--- src/rtl/dot_dash_tx.sv ---
// Mark/space serial transmitter: dot = 1 high cycle, dash = DASH_LEN, then GAP_LEN low.
// Define DOT_DASH_TX_DONE_EN to add a registered done pulse per completed symbol.
module dot_dash_tx #(
  parameter int DASH_LEN = 3,
  parameter int GAP_LEN  = 1
) (
  input  logic CLK,
  input  logic RESET,
  input  logic valid,
  input  logic sym,
  output logic ready,
  output logic O,
`ifdef DOT_DASH_TX_DONE_EN
  output logic done,
`endif
  output logic busy
);

  localparam int MAXL = (DASH_LEN > GAP_LEN) ? DASH_LEN : GAP_LEN;
  localparam int CW   = $clog2(MAXL) + 1;

  typedef enum logic [1:0] {
    IDLE,
    MARK,
    SPACE
  } state_t;

  state_t          state_q, state_d;
  logic [CW-1:0]   cnt_q, cnt_d;
  logic            o_q;
  logic            busy_q;
  logic            accept;
  logic            last;
  logic [CW-1:0]   mark_len;

  assign last     = (cnt_q == CW'(1));
  assign ready    = !RESET &&
                    ((state_q == IDLE) ||
                     ((state_q == SPACE) && last));
  assign accept   = valid && ready;
  assign mark_len = sym ? CW'(DASH_LEN) : CW'(1);

  always_comb begin
    state_d = state_q;
    cnt_d   = cnt_q;
    unique case (state_q)
      IDLE: begin
        if (accept) begin
          state_d = MARK;
          cnt_d   = mark_len;
        end
      end
      MARK: begin
        if (last) begin
          state_d = SPACE;
          cnt_d   = CW'(GAP_LEN);
        end else begin
          cnt_d = cnt_q - CW'(1);
        end
      end
      SPACE: begin
        if (last) begin
          // Reload in the last gap cycle so back-to-back marks keep the gap exact.
          if (accept) begin
            state_d = MARK;
            cnt_d   = mark_len;
          end else begin
            state_d = IDLE;
            cnt_d   = '0;
          end
        end else begin
          cnt_d = cnt_q - CW'(1);
        end
      end
      default: begin
        state_d = IDLE;
        cnt_d   = '0;
      end
    endcase
  end

  always_ff @(posedge CLK) begin
    if (RESET) begin
      state_q <= IDLE;
      cnt_q   <= '0;
      o_q     <= 1'b0;
      busy_q  <= 1'b0;
    end else begin
      state_q <= state_d;
      cnt_q   <= cnt_d;
      o_q     <= (state_d == MARK);
      busy_q  <= (state_d != IDLE);
    end
  end

  assign O    = o_q;
  assign busy = busy_q;

`ifdef DOT_DASH_TX_DONE_EN
  logic done_q;

  always_ff @(posedge CLK) begin
    if (RESET) begin
      done_q <= 1'b0;
    end else begin
      done_q <= (state_d == SPACE) && (cnt_d == CW'(1));
    end
  end

  assign done = done_q;
`endif

endmodule
--- config.mk ---
export PLATFORM = sky130hd
export DESIGN_NAME = dot_dash_tx
export DESIGN_NICKNAME = d
export VERILOG_FILES = /design/src/rtl/dot_dash_tx.sv
export SDC_FILE = /design/constraint.sdc
export NUM_CORES = 1
export LEC_CHECK = 0
export CAP_MARGIN = 10
export CORE_AREA = 3 3 40 42
export CTS_CLUSTER_SIZE = 40
export DETAILED_ROUTE_END_ITERATION = 10
export DIE_AREA = 0 0 43 45
export DONT_BUFFER_PORTS = 1
export GPL_ROUTABILITY_DRIVEN = 0
export SYNTH_ARGS = -nofsm -noshare
export SYNTH_HDL_FRONTEND = slang
export SYNTH_SLANG_ARGS = --single-unit
--- constraint.sdc ---
create_clock -name CLK -period 2.9 [get_ports CLK]
set_input_delay 0.58 -clock CLK [delete_from_list [all_inputs] [get_ports CLK]]
set_output_delay 0.58 -clock CLK [all_outputs]
set_load 0.01 [all_outputs]
==> flow_summary.ini <==
[run_status]
status = finished clean

[critical_path]
arrival_ns = 1.42
startpoint = cnt_q[1]
reg2reg_from = cnt_q[1]
required_ns = 2.32
crit_buf_inv = 1
slowest_stage = a211oi_1
crit_path_max_fanout = 7
crit_family = compound AO/OA/AOI/OAI gates
crit_chain = inv_1 -> ha_1 -> nand2b_2 -> a211oi_1
crit_type = flip-flop to output pin
max_stage_delay_ns = 0.44
setup.worst_path.end_class = output pin
start_kind = flip-flop

[global_route]
grt_usage = 0.0867
grt_max_degree = 15
grt_pass1_vias = 303
met3_usage = 0.0319
grt.met2_usage = 0.108
globalRoute.busiestLayer = met1
grt_use_met1 = 0.116
grt_pass1_wl_um = 1220
antenna_found_initial = 0
grt_overflow_total = 0

[clock_tree]
htreeDepth = 1
root_buffer = clkbuf_4
cts_made_buffers = 3
hold_buffers = 0
cts_max_path_buffers = 2
clock_sinks = 7
cts_tree = built
post_cts_buffers = 0
cts_resized = 0
clk_pin_slew_ns = 0.05
clk_latency_ns = 0.25

[synthesis]
synth_edf_count = 0
synth_top_area_frac = 0.327
ys_top_cells_by_area = dfxtp_1 33%, ha_1 5.8%, a211oi_1 5.3%
ys_ff_latch = 7
avgSynthCellArea_um2 = 9.30
synth.most_common_cell = dfxtp_1
syn-instance-count = 46
synth_common_cells = 7 x dfxtp_1, 5 x nor2_1, 3 x a211oi_1, 3 x a21oi_1
synth_ff_type = dfxtp_1
yosysSeqAreaShare = 0.327
async_flop_share = 0
yosys.area.top_type = dfxtp_1
syn_area_um2 = 428
synth_cell_type_count = 27
syn-num-nets = 52
yosysWarnings = 0

[floorplanning]
initial_core_util = 0.333
ios = 7
die_w_um = 43
core-area_um2 = 1280
fp.dieH_um = 45
rows = 13
dieArea_um2 = 1940

[placement]
dp_hpwl_um = 537
port_buffers = 0

[finish]
nNetsFinal = 54
synthToLayoutAreaGrowth_pct = 4.97
fill_cells = 138
drive_above_1_share = 0.191
antenna_cells = 0

[power]
power.leakage_nw = 0.155
power_density_nw_per_um2 = 622
power_w = 0.000280
vdd_drop_max_mv = 0.192

[job]
drv_cap = 0

[sta]
clock.fmax_mhz = 499
slew_headroom = 0.697
worst_slew_pin_slew_ns = 0.454
setup_viol = 0
tns_ns = 0
fin_crit_ns = 2.00
finalHoldWorstSlack_ns = 0.392
rsz0062_at_grt = no
slew_violations = 0
period_share = 0.691
finClkSkew_ns = 0.00550
hold_viol_final = 0

[routing]
via_count = 334
dr.pass1.iters = 2
wl_per_cell_um = 11.3
drt_wl_total_um = 703
drtAntennaViolNets = 0
drt-initial-drc-count = 3
drc = 0
avgViaCountPerCell = 5.39

[hold_path]
hold_start = RESET
min_path_type = input pin to flip-flop
[cell usage in the layout (no fill, tap or decap), types with 2 or more instances in the layout]
cell type / count
nor2b_1: 2
nor2_1: 5
dfxtp_1: 7
a21oi_1: 3
inv_1: 2
clkbuf_4: 3
a211oi_1: 3
ha_1: 2
nor4_1: 2
o21ai_1: 2
[flip-flops by register name (all words and copies together) (netlist names)]
signal	flops
O	1
busy	1
cnt_q	3
state_q	2
[per-stage QoR]
step	util	setup WS [ns]	area (µm²)	std cells
global placement	0.329	1.18	423	58
floorplan	-	1.28	428	46
finish	0.350	0.897	449	62
CTS	0.350	0.885	449	62
detailed placement	0.329	1.17	423	58
global route	0.350	0.790	449	62
[final cells by class]
type	count	area, µm²	share of cell area
Inverter	2	7.51	0.0167
Sequential cell	7	140	0.312
Clock buffer	4	26.3	0.0585
Multi-Input combinational cell	34	256	0.571
Tap cell	15	18.8	0.0418
[worst paths after layout]
| kind | to | slack (ns) | cells past startpoint |
|---|---|---|---|
| hold reg to reg | cnt_q[2] | 0.54 | 2 |
| setup / recovery | ready | 0.90 | 4 |
| hold / removal | state_q[0] | 0.39 | 1 |
| setup reg to reg | cnt_q[0] | 1.42 | 5 |
[power breakdown]
group | total [W] | internal [W] | leakage, nW | switching (W)
Clock | 0.0000878 | 0.0000525 | 0.0150 | 0.0000354
Sequential | 0.000124 | 0.000108 | 0.0580 | 0.0000162
Combinational | 0.0000677 | 0.0000329 | 0.0819 | 0.0000347
[worst register-to-register path: cells and delay by family, from the launching register on]
family | cells | cell delay [ns]
simple gates | 2 | 0.44
compound gates | 1 | 0.32
buf+inv | 1 | 0.08
flops | 1 | 0.33
fa+ha+maj | 1 | 0.20
[logic make-up after synthesis]
family                     Yosys count  share of synthesized area
xor gates and xnor gates             1                     0.0205
adders and majority gates            2                     0.0585
buffers and inverters                5                     0.0731
and+or+nand+nor                     17                      0.251
AOI/OAI and AO/OA                   13                      0.243
muxes                                1                     0.0263
DFF                                  7                      0.327
[per-layer routing]
metal / vias to the layer above / wire (µm)
met3: 3 / 24
met5: - / 0
met4: 0 / 17
met1: 151 / 346
li1: 172 / -
met2: 8 / 316
Power figures use the tool's default switching activity.
